==> src/rtl/read_div_pkg.sv <==
// Shared types and subtractor-cell primitives for the sequential approximate divider.
package read_div_pkg;

    typedef enum logic [1:0] {IDLE, RUN, DONE} state_e;

    localparam int unsigned DEFAULT_N = 8;

    function automatic int unsigned cnt_width(input int unsigned n);
        return (n < 2) ? 1 : $clog2(n);
    endfunction

    localparam int unsigned CNT_W = cnt_width(DEFAULT_N);

    // Exact cell: full subtractor.
    function automatic logic exact_d(input logic a, input logic b, input logic bi);
        return a ^ b ^ bi;
    endfunction

    function automatic logic exact_bo(input logic a, input logic b, input logic bi);
        return (~a & b) | (~(a ^ b) & bi);
    endfunction

    // Approximate cell: passes the minuend through and ignores its borrow-in.
    function automatic logic approx_d(input logic a);
        return a;
    endfunction

    function automatic logic approx_bo(input logic a, input logic b);
        return ~a & b;
    endfunction

endpackage

==> src/rtl/read_sub_row.sv <==
// One combinational masked subtractor row: N selectable cells plus an exact top cell with b=0.
module read_sub_row
    import read_div_pkg::*;
#(
    parameter int unsigned N = 8
) (
    input  logic [N:0]   t,
    input  logic [N-1:0] y,
    input  logic [N-1:0] mask,
    input  logic         bin,
    output logic [N-1:0] d,
    output logic         bout
);

    logic borrow;
    logic bo_cell;

    always_comb begin
        d       = '0;
        borrow  = bin;
        bo_cell = 1'b0;
        for (int unsigned i = 0; i < N; i++) begin
            if (mask[i]) begin
                d[i]    = exact_d(t[i], y[i], borrow);
                bo_cell = exact_bo(t[i], y[i], borrow);
            end else begin
                d[i]    = approx_d(t[i]);
                bo_cell = approx_bo(t[i], y[i]);
            end
            borrow = bo_cell;
        end
        // The top cell's difference is not needed by a restoring divider, only its borrow.
        bout = exact_bo(t[N], 1'b0, borrow);
    end

endmodule

==> src/rtl/read_div_seq.sv <==
// Sequential 2N/N approximate restoring divider, one masked subtraction row per clock.
module read_div_seq
    import read_div_pkg::*;
#(
    parameter int unsigned N = DEFAULT_N
) (
    input  logic             clk,
    input  logic             rst,
    input  logic             in_valid,
    output logic             in_ready,
    input  logic [2*N-1:0]   x,
    input  logic [N-1:0]     y,
    input  logic             bin,
    input  logic [N*N-1:0]   app,
    output logic             out_valid,
    input  logic             out_ready,
    output logic [N-1:0]     q,
    output logic [N-1:0]     r,
    output logic             dz,
    output logic             ovf
);

    localparam int unsigned CW = cnt_width(N);

    state_e           state_q, state_d;
    logic [N-1:0]     rem_q, rem_d;
    logic [N-1:0]     low_q, low_d;
    logic [N-1:0]     q_q, q_d;
    logic [N-1:0]     r_q, r_d;
    logic [N-1:0]     y_q, y_d;
    logic             bin_q, bin_d;
    logic [N*N-1:0]   app_q, app_d;
    logic [CW-1:0]    cnt_q, cnt_d;
    logic             dz_q, dz_d;
    logic             ovf_q, ovf_d;

    logic [N:0]       row_t;
    logic [N-1:0]     row_mask;
    logic [N-1:0]     row_d;
    logic             row_bout;
    logic [N-1:0]     rem_next;

    assign row_t    = {rem_q, low_q[N-1]};
    assign row_mask = app_q[N*cnt_q +: N];

    read_sub_row #(.N(N)) u_row (
        .t    (row_t),
        .y    (y_q),
        .mask (row_mask),
        .bin  (bin_q),
        .d    (row_d),
        .bout (row_bout)
    );

    assign rem_next = row_bout ? row_t[N-1:0] : row_d;

    always_comb begin
        state_d = state_q;
        rem_d   = rem_q;
        low_d   = low_q;
        q_d     = q_q;
        r_d     = r_q;
        y_d     = y_q;
        bin_d   = bin_q;
        app_d   = app_q;
        cnt_d   = cnt_q;
        dz_d    = dz_q;
        ovf_d   = ovf_q;
        case (state_q)
            IDLE: begin
                if (in_valid) begin
                    y_d   = y;
                    bin_d = bin;
                    app_d = app;
                    rem_d = x[2*N-1:N];
                    low_d = x[N-1:0];
                    cnt_d = '0;
                    if (y == '0) begin
                        dz_d    = 1'b1;
                        q_d     = '1;
                        r_d     = x[N-1:0];
                        state_d = DONE;
                    end else if (x[2*N-1:N] >= y) begin
                        ovf_d   = 1'b1;
                        q_d     = '1;
                        r_d     = x[N-1:0];
                        state_d = DONE;
                    end else begin
                        state_d = RUN;
                    end
                end
            end
            RUN: begin
                low_d = low_q << 1;
                q_d   = {q_q[N-2:0], ~row_bout};
                rem_d = rem_next;
                cnt_d = cnt_q + 1'b1;
                if (cnt_q == CW'(N - 1)) begin
                    r_d     = rem_next;
                    state_d = DONE;
                end
            end
            DONE: begin
                if (out_ready) begin
                    dz_d    = 1'b0;
                    ovf_d   = 1'b0;
                    state_d = IDLE;
                end
            end
            default: state_d = IDLE;
        endcase
    end

    always_ff @(posedge clk) begin
        if (rst) begin
            state_q <= IDLE;
            rem_q   <= '0;
            low_q   <= '0;
            q_q     <= '0;
            r_q     <= '0;
            y_q     <= '0;
            bin_q   <= 1'b0;
            app_q   <= '0;
            cnt_q   <= '0;
            dz_q    <= 1'b0;
            ovf_q   <= 1'b0;
        end else begin
            state_q <= state_d;
            rem_q   <= rem_d;
            low_q   <= low_d;
            q_q     <= q_d;
            r_q     <= r_d;
            y_q     <= y_d;
            bin_q   <= bin_d;
            app_q   <= app_d;
            cnt_q   <= cnt_d;
            dz_q    <= dz_d;
            ovf_q   <= ovf_d;
        end
    end

    assign in_ready  = (state_q == IDLE);
    assign out_valid = (state_q == DONE);
    assign q         = q_q;
    assign r         = r_q;
    assign dz        = dz_q;
    assign ovf       = ovf_q;

endmodule
==> config.mk <==
export PLATFORM = sky130hd
export DESIGN_NAME = read_div_seq
export DESIGN_NICKNAME = d
export VERILOG_FILES = /design/src/rtl/read_div_pkg.sv /design/src/rtl/read_sub_row.sv /design/src/rtl/read_div_seq.sv
export SDC_FILE = /design/constraint.sdc
export NUM_CORES = 1
export LEC_CHECK = 0
export CELL_PAD_IN_SITES_DETAIL_PLACEMENT = 1
export CELL_PAD_IN_SITES_GLOBAL_PLACEMENT = 1
export CORE_ASPECT_RATIO = 2
export CORE_MARGIN = 2
export CORE_UTILIZATION = 41
export DETAILED_ROUTE_END_ITERATION = 8
export PLACE_DENSITY = 0.9
export SLEW_MARGIN = 15
export SYNTH_ARGS = -nofsm -noshare
export SYNTH_HDL_FRONTEND = slang
export SYNTH_SLANG_ARGS = --single-unit
==> constraint.sdc <==
create_clock -name clk -period 18.92 [get_ports clk]
set_input_delay 2.838 -clock clk [delete_from_list [all_inputs] [get_ports clk]]
set_output_delay 2.838 -clock clk [all_outputs]
set_load 0.01 [all_outputs]
==> results.cfg <==
[route]
dr.pass1.iters = 4
drc = 0
wirelength_um = 17800
ant_nets = 0
met2_length_um = 10400
wl_met3_um = 465
vias = 4885
wl_met1_um = 5700
wl_per_cell_um = 20.4
drt-initial-drc-count = 269
top_layer = met4
viasPerCell = 5.61

[floorplan]
rows = 59
coreArea_mm2 = 0.0129
io_pins = 113
dieArea_mm2 = 0.0140
die_h_um = 166
start_util = 0.414
die-width_um = 84.8

[cells_and_area]
finalCoreUtilization = 0.524
final_cell_area_mm2 = 0.00677
areaGrowthSynthToFinish_pct = 26.5
drive_gt1_frac = 0.0723
final_nets = 834
insertedDiodeCount = 0

[logic_synthesis]
synth_xor_area_frac = 0
yosys_warnings = 0
synth_enable_flop_cells = 0
synth_compound_area_frac = 0.159
synth.top_cell.area_share = 0.419
async_flop_share = 0
synthAdderAreaFrac = 0.0720
synth_ff_type = dfxtp_1
synth_top_cell_by_area = dfxtp_1
synth-simple-area-share = 0.195
synth_mux_area_frac = 0.104
synth.avg_cell_area_um2 = 8.47
syn-cell-area_mm2 = 0.00535
synth_common_cells = nand2_1 (185), dfxtp_1 (112), a21oi_1 (94)
synth.most_common_cell = nand2_1
synth_nets = 751
synth.area.top_cells = dfxtp_1 (42%), nand2_1 (13%), a21oi_1 (8.8%), mux4_2 (6.7%), ha_1 (4.2%)
ys_ff_latch = 112
synth_cell_types = 43
yosysSeqAreaShare = 0.419
syn_inst = 632
synth_top_family_by_area = simple AND/OR/NAND/NOR gates

[critical_path]
rrSetupSlack_ns = 10.68
reg2regPathDepth = 22
criticalPathCategory = reg -> reg
cp-start-kind = flip-flop
r2r_start = cnt_q[0]$_SDFFE_PP0P_
worstPathRequired_ns = 19.11
reg2reg_to = r[0]$_SDFFE_PP0P_
startpoint = cnt_q[0]$_SDFFE_PP0P_
cp-endpoint = r[0]$_SDFFE_PP0P_
arrival_ns = 8.43
crit_fanout = 14
end_kind = flip-flop

[power]
power.internal_mw = 0.430
leakage_nw = 2.51
power_switching_mw = 0.207
peakVddDrop_uv = 64.2
powerDensity_mw_per_mm2 = 94.1
combPwrFrac = 0.274
seq_power_share = 0.444
swShare = 0.325
clkPwrFrac = 0.283

[grt]
grt_pass1_vias = 5299
grt_max_degree = 115
grt_pass1_wl_um = 27800
gr-total-overflow = 0
track_usage = 0.259
antenna_found_initial = 0

[timing]
fin_ws_ns = 10.68
final.min_clock_period_ns = 8.24
fin_crit_sh = 0.435
drv_slew = 0
setup-tns-final_ns = 0
setup_violations = 0
fin_skew_ns = 0.00943
max_slew.worst_pin.slew_ns = 0.889
timing.slew.headroom = 0.408
fmaxAchievable_mhz = 121
grt_setup_unrepaired = no
hold_viol_final = 0

[clocking]
postCtsHoldBufs = 0
cts_inserted_buffers = 9
clock-sinks = 112
root_buffer = clkbuf_16
clk_latency_ns = 0.35
cts_setup_buffers = 0
max-clock-path-buffers = 2
cts.htree.levels = 3
clk_pin_slew_ns = 0.07
ctsResizeCount = 0
cts_tree = yes

[placement]
portBuffers = 112
dp_slack_ns = 10.84
globalplace.congestion = 0.909
dp_hpwl_um = 13100
place_area_mm2 = 0.00650

[status]
status = finished, final reports clean

[job]
maxCapViolCount = 0

[min_path]
hold_class = reg -> reg
## cells in the final DEF, fill, tap and decap left out, types with 2 or more instances in the layout
cell type,instances
buf_4,5
nand3_1,3
a211oi_1,3
nand2b_1,6
dfxtp_1,112
nor2b_1,4
a31oi_1,2
a21oi_1,94
a22oi_1,8
mux4_2,16
o211ai_1,3
inv_1,18
fa_1,8
mux2i_1,9
clkbuf_16,9
o21ai_1,5
nand2_1,184
o21ai_0,7
inv_6,2
clkdlybuf4s50_1,111
a311oi_2,7
ha_1,18
clkinv_2,2
nor3_1,15
or4_1,2
mux2_1,5
o21a_1,6
nor2_1,37
## how the worst min path moves through the flow
stage,startpoint,endpoint,slack (ns),cells past startpoint
after floorplan,app_q[16]$_SDFFE_PP0P_,app_q[16]$_SDFFE_PP0P_,0.43,2
after global placement,app_q[49]$_SDFFE_PP0P_,app_q[49]$_SDFFE_PP0P_,0.44,2
after detailed placement,app_q[57]$_SDFFE_PP0P_,app_q[57]$_SDFFE_PP0P_,0.45,2
after CTS,low_q[2]$_SDFFE_PP0P_,low_q[2]$_SDFFE_PP0P_,0.46,2
after global routing,app_q[36]$_SDFFE_PP0P_,app_q[36]$_SDFFE_PP0P_,0.48,2
final,low_q[2]$_SDFFE_PP0P_,low_q[2]$_SDFFE_PP0P_,0.46,2
## power by group through the flow
stage	Sequential [mW]	Combinational (mW)	Clock (mW)
2_1_floorplan	0.281	0.101	0
3_3_place_gp	0.285	0.160	0
3_5_place_dp	0.287	0.171	0
4_1_cts	0.282	0.174	0.181
5_1_grt	0.285	0.190	0.191
6_report	0.283	0.174	0.180
## state kept, by name (all words and copies together) (netlist names), 2 cells and up
signal   flops
q            8
low_q        8
app_q       64
cnt_q        3
r            8
rem_q        8
y_q          8
state_q      2
## worst max-delay path, stage by stage (launching register included)
cell      delay, ns
dfxtp_1        0.69
buf_4          0.34
mux4_2         0.56
mux2i_1        0.34
o21ai_0        0.18
fa_1           0.45
mux2_1         0.34
fa_1           0.41
mux2_1         0.32
fa_1           0.40
mux2_1         0.32
fa_1           0.39
mux2_1         0.32
fa_1           0.44
mux2_2         0.32
fa_1           0.41
mux2_1         0.33
fa_1           0.39
nor2b_1        0.15
mux2_4         0.36
nor2_2         0.17
mux2i_1        0.28
o221ai_1       0.16
## logic make-up after synthesis
| kind of cell | Yosys count |
|---|---|
| simple gates | 257 |
| fa+ha+maj | 26 |
| flops | 112 |
| mux | 33 |
| compound gates | 141 |
| buf+inv | 63 |
## per-layer routing
layer	GRT usage	up-vias
met1	0.247	2366
met5	0	-
met4	0.172	0
met3	0.0304	66
met2	0.495	160
li1	-	2293
## metrics by stage
step | hold WS, ns | instances | total power [mW]
3_5_place_dp | 0.450 | 856 | 0.459
2_1_floorplan | 0.433 | 632 | 0.383
5_1_grt | 0.475 | 871 | 0.666
6_report | 0.457 | 871 | 0.637
4_1_cts | 0.461 | 871 | 0.637
3_3_place_gp | 0.441 | 856 | 0.445
## cell type report
class / count / area [um^2]
fill: 1515 / 6150
multi-input combinational: 457 / 2840
clock inverter: 4 / 27.5
clock buffer: 11 / 243
timing repair buffer: 117 / 1160
inverter: 18 / 67.6
tap: 152 / 190
sequential: 112 / 2240
(Power assumes the default switching activity.)
